<file path="config.mk">
export PLATFORM = sky130hd
export DESIGN_NAME = led_display_bcm_driver
export DESIGN_NICKNAME = d
export VERILOG_FILES = /design/src/rtl/led_display_bcm_driver.sv
export SDC_FILE = /design/constraint.sdc
export NUM_CORES = 1
export LEC_CHECK = 0
export CAP_MARGIN = 25
export CORE_AREA = 3 3 90 92
export DETAILED_ROUTE_END_ITERATION = 8
export DIE_AREA = 0 0 93 95
export GPL_ROUTABILITY_DRIVEN = 0
export PLACE_DENSITY = 0.68
export SYNTH_ARGS = -nofsm -noshare
export SYNTH_HDL_FRONTEND = slang
export SYNTH_SLANG_ARGS = --single-unit
</file>
<file path="constraint.sdc">
create_clock -name clk_in -period 4.5 [get_ports clk_in]
set_input_delay 0.9 -clock clk_in [delete_from_list [all_inputs] [get_ports clk_in]]
set_output_delay 0.9 -clock clk_in [all_outputs]
set_load 0.02 [all_outputs]
</file>
<file path="src/rtl/led_display_bcm_driver.sv">
// HUB75 scan engine: shifts one BCM bit plane per scan row, latches it, then lights it for
// BASE_LSB_CYCLES<<k cycles. Optional macro LED_DISPLAY_BRIGHTNESS_EN adds global dimming.
module led_display_bcm_driver #(
    parameter int unsigned NUM_COLS        = 64,
    parameter int unsigned NUM_ROWS        = 32,
    parameter int unsigned COLOUR_DEPTH    = 4,
    parameter int unsigned BASE_LSB_CYCLES = 32,
    parameter int unsigned RAM_ADDR_W      = 32,
    localparam int unsigned SCAN           = NUM_ROWS / 2,
    localparam int unsigned AW             = (SCAN > 1) ? $clog2(SCAN) : 1
) (
    input  logic                  clk_in,
    input  logic                  reset_in,
    input  logic                  enable_in,
`ifdef LED_DISPLAY_BRIGHTNESS_EN
    input  logic [7:0]            brightness_in,
`endif
    output logic [RAM_ADDR_W-1:0] ram_address_out,
    input  logic [31:0]           ram_rdata_in,
    output logic                  red_top_out,
    output logic                  green_top_out,
    output logic                  blue_top_out,
    output logic                  red_bot_out,
    output logic                  green_bot_out,
    output logic                  blue_bot_out,
    output logic                  bit_clk_out,
    output logic                  latch_out,
    output logic                  oe_n_out,
    output logic [AW-1:0]         addr_out,
    output logic                  frame_start_out
);

    localparam int unsigned D          = COLOUR_DEPTH;
    localparam int unsigned KW         = (D > 1) ? $clog2(D) : 1;
    localparam int unsigned SHIFT_LAST = 2 * NUM_COLS + 1;
    localparam int unsigned DISP_MAX   = BASE_LSB_CYCLES << (D - 1);
    localparam int unsigned CNT_MAX    = (DISP_MAX > SHIFT_LAST) ? DISP_MAX : SHIFT_LAST;
    localparam int unsigned CW         = $clog2(CNT_MAX + 1);

    typedef enum logic [1:0] {StIdle, StShift, StLatch, StDisplay} state_e;

    state_e          r_state;
    logic [CW-1:0]   r_cnt;
    logic [KW-1:0]   r_k;
    logic [AW-1:0]   r_row;
    logic            r_stop;

    logic [CW-1:0]   w_cnt_inc;
    logic [CW-1:0]   w_disp_len;
    logic [CW-1:0]   w_col_nxt;
    logic            w_disp_last;
    logic            w_shift_last;
    logic            w_last_k;
    logic            w_last_row;
    logic [KW-1:0]   w_k_nxt;
    logic [AW-1:0]   w_row_nxt;
    logic            w_stop;
    logic            w_on_first;
    logic            w_on_next;

    // Zero-extend so every channel slice is in range regardless of D.
    logic [6*D+31:0] w_rdata_ext;
    logic [D-1:0]    w_ch [6];
    logic            w_unused_rdata;

    assign w_rdata_ext    = {{(6*D){1'b0}}, ram_rdata_in};
    assign w_unused_rdata = ^w_rdata_ext[6*D+31:6*D];

    for (genvar g = 0; g < 6; g++) begin : g_ch
        assign w_ch[g] = w_rdata_ext[g*D +: D];
    end

    assign w_cnt_inc    = r_cnt + 1'b1;
    assign w_disp_len   = CW'(BASE_LSB_CYCLES) << r_k;
    assign w_col_nxt    = w_cnt_inc >> 1;
    assign w_disp_last  = (r_cnt == w_disp_len - 1'b1);
    assign w_shift_last = (r_cnt == CW'(SHIFT_LAST));
    assign w_last_k     = (r_k == KW'(D - 1));
    assign w_last_row   = (r_row == AW'(SCAN - 1));
    assign w_k_nxt      = w_last_k ? '0 : r_k + 1'b1;
    assign w_row_nxt    = !w_last_k ? r_row : (w_last_row ? '0 : r_row + 1'b1);
    assign w_stop       = r_stop || !enable_in;

`ifdef LED_DISPLAY_BRIGHTNESS_EN
    logic [CW+7:0] w_thresh;
    logic [CW+7:0] r_thresh;
    assign w_thresh   = ((CW+8)'(w_disp_len) * (CW+8)'(brightness_in)) >> 8;
    assign w_on_first = (w_thresh != '0);
    assign w_on_next  = ((CW+8)'(w_cnt_inc) < r_thresh);

    always_ff @(posedge clk_in) begin
        if (reset_in) begin
            r_thresh <= '0;
        end else if (r_state == StLatch) begin
            r_thresh <= w_thresh;
        end
    end
`else
    assign w_on_first = 1'b1;
    assign w_on_next  = 1'b1;
`endif

    function automatic logic [RAM_ADDR_W-1:0] addr_of(input logic [AW-1:0] row,
                                                      input logic [CW-1:0] col);
        return RAM_ADDR_W'(row) * RAM_ADDR_W'(NUM_COLS) + RAM_ADDR_W'(col);
    endfunction

    always_ff @(posedge clk_in) begin
        if (reset_in) begin
            r_state         <= StIdle;
            r_cnt           <= '0;
            r_k             <= '0;
            r_row           <= '0;
            r_stop          <= 1'b0;
            ram_address_out <= '0;
            red_top_out     <= 1'b0;
            green_top_out   <= 1'b0;
            blue_top_out    <= 1'b0;
            red_bot_out     <= 1'b0;
            green_bot_out   <= 1'b0;
            blue_bot_out    <= 1'b0;
            bit_clk_out     <= 1'b0;
            latch_out       <= 1'b0;
            oe_n_out        <= 1'b1;
            addr_out        <= '0;
            frame_start_out <= 1'b0;
        end else begin
            unique case (r_state)
                StIdle: begin
                    oe_n_out        <= 1'b1;
                    bit_clk_out     <= 1'b0;
                    latch_out       <= 1'b0;
                    frame_start_out <= 1'b0;
                    r_stop          <= 1'b0;
                    if (enable_in) begin
                        r_state         <= StShift;
                        r_cnt           <= '0;
                        ram_address_out <= addr_of(r_row, '0);
                        frame_start_out <= (r_row == '0) && (r_k == '0);
                    end
                end
                StShift: begin
                    if (!enable_in) r_stop <= 1'b1;
                    frame_start_out <= 1'b0;
                    // Odd cycles carry RAM data for the address issued one cycle earlier.
                    if (r_cnt[0] && !w_shift_last) begin
                        red_top_out   <= w_ch[0][r_k];
                        green_top_out <= w_ch[1][r_k];
                        blue_top_out  <= w_ch[2][r_k];
                        red_bot_out   <= w_ch[3][r_k];
                        green_bot_out <= w_ch[4][r_k];
                        blue_bot_out  <= w_ch[5][r_k];
                    end
                    bit_clk_out <= !r_cnt[0] && (r_cnt >= CW'(2));
                    if (!w_cnt_inc[0] && (w_cnt_inc <= CW'(2 * NUM_COLS - 2))) begin
                        ram_address_out <= addr_of(r_row, w_col_nxt);
                    end
                    if (w_shift_last) begin
                        r_state   <= StLatch;
                        latch_out <= 1'b1;
                        addr_out  <= r_row;
                    end else begin
                        r_cnt <= w_cnt_inc;
                    end
                end
                StLatch: begin
                    if (!enable_in) r_stop <= 1'b1;
                    latch_out <= 1'b0;
                    r_state   <= StDisplay;
                    r_cnt     <= '0;
                    oe_n_out  <= !w_on_first;
                end
                default: begin
                    if (w_disp_last) begin
                        oe_n_out <= 1'b1;
                        r_k      <= w_k_nxt;
                        r_row    <= w_row_nxt;
                        r_stop   <= 1'b0;
                        if (w_stop) begin
                            r_state <= StIdle;
                        end else begin
                            r_state         <= StShift;
                            r_cnt           <= '0;
                            ram_address_out <= addr_of(w_row_nxt, '0);
                            frame_start_out <= (w_row_nxt == '0) && (w_k_nxt == '0);
                        end
                    end else begin
                        if (!enable_in) r_stop <= 1'b1;
                        r_cnt    <= w_cnt_inc;
                        oe_n_out <= !w_on_next;
                    end
                end
            endcase
        end
    end

endmodule

</file>
* After elaboration in Yosys (flattened, before gate mapping) *
Cells that the tools add are included.

cells by class
  $add $sub $neg = 5
  magnitude comparators = 3
  equal/unequal tests = 12
  shift-type cells = 1
  muxes and demuxes = 42
  bitwise logic cells = 2
  reductions and logical operators = 30

operator list
  operator                                                            number
  two-way mux 32 bit                                                  4
  case mux 32 bit (3 select lines)                                    1
  two-way mux 9 bit                                                   4
  case mux 9 bit (3 select lines)                                     1
  two-way mux 1 bit                                                   14
  binary-select mux 1 bit (select 2 bit)                              6
  adder 10 x 8 -> 11 bit                                              1
  adder 9 x 1 -> 9 bit (second input constant)                        1
  equality test 9 x 8 -> 1 bit (second input constant)                1
  equality test 9 bit                                                 1
  greater-or-equal comparator 9 x 2 -> 1 bit (second input constant)  1
  less-or-equal comparator 9 x 7 -> 1 bit (second input constant)     1
  AND reduction 3 bit                                                 3
  << shifter 6 x 2 -> 9 bit (first input constant)                    1
  subtractor 9 x 1 -> 9 bit (second input constant)                   1
  zero test 4 bit                                                     2
  two-way mux 2 bit                                                   4
  two-way mux 4 bit                                                   2
  inequality test 2 bit (second input constant)                       4
  AND reduction 2 bit                                                 4
  zero test 2 bit                                                     3
  case mux 1 bit (2 select lines)                                     3
  case mux 1 bit (3 select lines)                                     2
  case mux 2 bit (3 select lines)                                     1
  18 further kinds                                                    29

storage, ports and cells
  flip-flop bits (word level) = 64
  word-level logic and storage cells = 112

* Longest topological paths before layout *
  depth after elaboration = 8
  mapped depth = 12
  mapped depth without buffers = 12

* Worst setup path after synthesis *
Ideal clock, no wire load.

  path kind = register to register
  start point = register r_cnt[0]
  end point = register ram_address_out[9]
  setup time = 0.058 ns
  arrival time = 2.490 ns
  data required time = 4.442 ns
  slack = 1.952 ns
  cell stages (with the launch flop) = 13
  path buffers = 0
  cells stage by stage = dfxtp_1 > ha_1 > and4_1 > nand4_1 > xor2_1 > inv_1 > ha_1 > a21oi_1 > o21ai_0 > nand2b_1 > a221oi_1 > a2111oi_0 > a31o_2

between the ends
  longest elaborated chain between the ends = 5
  elaborated cells on any way between the ends = 11

ends and longest elaborated chain
  element                                                                     RTL line  RTL
  from (decl)                                                                 43        logic [CW-1:0] r_cnt;
  from (signal assigned)                                                      163       r_cnt <= w_cnt_inc;
  from (signal assigned)                                                      189       r_cnt <= w_cnt_inc;
  adder 9 x 1 -> 9 bit                                                        73        assign w_cnt_inc = r_cnt + 1'b1;
  less-or-equal comparator 9 x 7 -> 1 bit or zero test 1 bit (tied branches)  155       if (!w_cnt_inc[0] && (w_cnt_inc <= CW'(2 * NUM_COLS - 2))) begin
  logical AND 1 bit                                                           155
  inequality test 2 bit (no line)                                             -
  AND reduction 5 bit (no line)                                               -
  to (signal assigned)                                                        138       ram_address_out <= addr_of(r_row, '0);
  to (signal assigned)                                                        156       ram_address_out <= addr_of(r_row, w_col_nxt);
  to (signal assigned)                                                        184       ram_address_out <= addr_of(w_row_nxt, '0);
  to (decl)                                                                   18        output logic [RAM_ADDR_W-1:0] ram_address_out,

Several ways; a longest one is shown, not always the timed one. The select of a mux whose other input is x is not followed.
A chain may end at the register's enable or synchronous reset.

* Worst setup path in the final report *
Ends and elaborated chain as after synthesis.

==> run metrics <==
min Tclk post-route 3.300 ns; WP data arrival 3.55 ns; largest net degree at the start of global routing 31; synth unique cells 62; clock sink count 43; endpoints failing setup 0; CP Max Fanout 12; crit-path leading delay family compound AO/OA/AOI/OAI gates; total global-route track usage between 10% and 20%; timing endpoint of the critical path ram_address_out[9]; routed via count approximately 2,500; number of DRC markers in iteration 0 between 150 and 200; global route total overflow 0; initial standard-cell utilization of the core about two fifths; die outline area 8835 sq um; number of vias per cell after detailed routing between 5 and 6; total power density per cell area 320.8 nW/um^2; post-route design area between 3000 and 4000 sq um; Bufs on Longest Clock Path 2; CTS buffer count 5; Synth Warn # 0; CP Capture Type register; number of nets with antenna violations after routing 0; buffering stage count on the worst path with inverters included 1; Final HPWL DP about 5200 um; worst reg2reg path endpoint ram_address_out[9]; sequential cell area ~860 sq um; number of flops mapped to enable cells by yosys 0; global-route wire length before repair approximately 12,000 um; maximum achievable frequency about 300 MHz; number of primary I/O pins a little over 80; period utilization between 70% and 80%; share of final-layout standard cells stronger than drive strength 1 8.094%; standard cell core area around 7300 sq um; layout overhead on the synthesized area 19.43%; Max Clock Skew approximately 0.0064 ns; register bit count reported by yosys between 40 and 50; Final Routed Wirelength approximately 7000 um; average wire per standard cell 14.52 um; H-tree depth 2; placed cell areas 3413 sq um; R2R Path Start r_cnt[0]; post-cts sizing count 0; CTS clk-pin slew, worst paths about 0.090 ns; startpoint of the tightest hold check path ram_address_out[8]; number of violations of the max-capacitance limit 0; max-slew violations 0; logic depth of the worst path, buffers included 12; CP max-delay cell dfxtp_1; launching instance or port of the critical path r_cnt[0]; class of the most critical hold timing path register to register; critical path startpoint category register; number of antenna cells inserted 0; worst rel slew slack 45.73%; register-to-register setup slack 1.20 ns; synthesized instance count between 300 and 400; share of flip-flops with an asynchronous set or reset 0%; number of cell instances on the worst register-to-register path 12; sequential area share after synthesis 29.13%; setup total negative slack 0 ns; net count reported at finish 434; Worst Max-Slew Pin Slew between 0.8 and 0.9 ns; clock tree from TritonCTS built; Post-Synthesis Mean Instance Area approximately 8.6 sq um; DRC viols 0; leakage approximately 1.3 nW; list of cells traversed by the critical path ha_1 > and4_1 > nand4_1 > xor2_1 > inv_1 > ha_1 > a21oi_1 > o21ai_0 > nand2b_1 > a221oi_1 > a2111oi_0 > a31o_2; area taken by multi-input logic gates approximately 1800 sq um; number of port buffers 51; floorplan row count 31; Hold Fails Final Rpt 0; count of hold-fix buffers inserted at cts 0; via count of the first global-routing pass 2,423; Post CTS Setup Buffer Count 0; most frequently used flop master after synthesis dfxtp_1; CTS root buffer clkbuf_8; overall die height 95 um; worst hold path depth 2; RSZ-0062 raised after global routing false; CP most frequent cell ha_1; worst supply voltage drop on vdd ~120 uV; length of the first detailed-routing pass in iterations 4; required time at the worst-slack endpoint around 4.8 ns; antenna violations before repair 0; Max stage delay on crit path between 0.6 and 0.7 ns; Horiz. Die Dim 93 um; fill cell instance count of the final layout roughly 700; post-synth design cell area ~3000 sq um; critical setup path kind register to register; outcome finished, final reports clean; insertion delay of the later-clocked pin in the worst-skew pair about 0.3 ns
worst register-to-register path: cells and delay by family, from the launching register on:
family                     cells  cell delay, ns
DFF                            1            0.63
and+or+nand+nor                3            0.63
adders and majority gates      2            0.65
buffers and inverters          1            0.08
xor gates and xnor gates       1            0.30
AOI/OAI and AO/OA              5            0.96
cell families (layout without fill, tap and decap cells):
kind of cell    after synthesis  in the layout  synth area share [%]
xor+xnor                     13             13                 4.869
other cells                   1             21                0.1269
simple gates                117            117                 20.70
flops                        43             43                 29.13
fa+ha+maj                    17             17                 7.451
mux                          21             21                 9.737
buf+inv                      61             81                 11.30
compound gates               70             70                 16.68
power by group:
group | internal, W | leakage, nW | switching (W)
Combinational | 0.000171 | 0.945 | 0.000285
Sequential | 0.000403 | 0.347 | 0.0000275
Clock | 0.000108 | 0.0402 | 0.000137
registers in the layout, indices dropped and copies added, names as in the netlist:
name and cells:
green_bot_out 1, green_top_out 1, oe_n_out 1, latch_out 1, red_top_out 1, addr_out 4, blue_bot_out 1, r_k 2
bit_clk_out 1, r_state 2, frame_start_out 1, r_cnt 9, r_stop 1, blue_top_out 1, red_bot_out 1, r_row 4
ram_address_out 11
cell usage after synthesis, drive strengths merged (4+ instances only):
cell | instances | share of area [%]
ha | 16 | 6.8
buf | 29 | 7.2
o32ai | 5 | 1.5
inv | 20 | 2.5
dfxtp | 43 | 29
mux2i | 13 | 4.4
nor2b | 6 | 1.3
nor3 | 7 | 1.4
o21ai | 10 | 1.8
nand4 | 9 | 2.4
mux4 | 6 | 4.6
nor2 | 42 | 5.9
clkbuf | 12 | 1.5
a31oi | 6 | 1.3
nand2 | 22 | 2.8
a21oi | 21 | 3.6
xor2 | 4 | 1.2
nand2b | 6 | 1.3
nand3 | 10 | 2.1
xnor2 | 7 | 2.1
worst min-delay path by stage:
stage	endpoint	slack (ns)
2_1_floorplan	ram_address_out[10]	0.52
3_3_place_gp	ram_address_out[8]	0.46
3_5_place_dp	ram_address_out[8]	0.47
4_1_cts	ram_address_out[10]	0.48
5_1_grt	ram_address_out[9]	0.52
6_report	ram_address_out[8]	0.47
cell usage in the layout, fill, tap and decap left out, drive strengths merged, types with 6 or more instances in the layout:
cell           instances
a31oi                  6
nand2b                 6
xnor2                  7
nand3                 10
inv                   20
o21ai                 10
nand4                  9
mux4                   6
nor3                   7
ha                    16
conb                  21
nor2                  42
a21oi                 21
clkdlybuf4s50         51
mux2i                 13
dfxtp                 43
nand2                 22
nor2b                  6
layer usage:
layer	routed length (um)	share of wire, %	global-route usage, %	vias to the layer above
met3	437	6.2	3.825	7
met1	3082	44	21.20	1191
li1	-	-	-	1255
met2	3380	48	27.11	88
met4	99	1.4	5.617	0
met5	0	0	0	-
per-stage QoR:
| step | setup WS, ns | utilization [%] | power [W] | hold slack [ns] | cells |
|---|---|---|---|---|---|
| 6_report | 1.200 | 48.40 | 0.001132 | 0.4749 | 482 |
| 5_1_grt | 0.9048 | 48.40 | 0.001207 | 0.5161 | 482 |
| 4_1_cts | 1.216 | 48.03 | 0.001132 | 0.4844 | 481 |
| 3_5_place_dp | 1.267 | 46.81 | 0.0008859 | 0.4669 | 473 |
| 3_3_place_gp | 1.320 | 46.81 | 0.0008760 | 0.4562 | 473 |
| 2_1_floorplan | 1.952 | - | 0.0007817 | 0.5166 | 363 |
final cells by class:
type / instances / area share [%]
clock buffers: 5 / 1.950
multi-input cells: 259 / 52.00
clock inverters: 3 / 0.5672
flip-flops and latches: 43 / 24.39
repair buffers: 53 / 15.46
well taps: 99 / 3.509
inverters: 20 / 2.127
No activity file was read; power rests on OpenSTA's default activity.
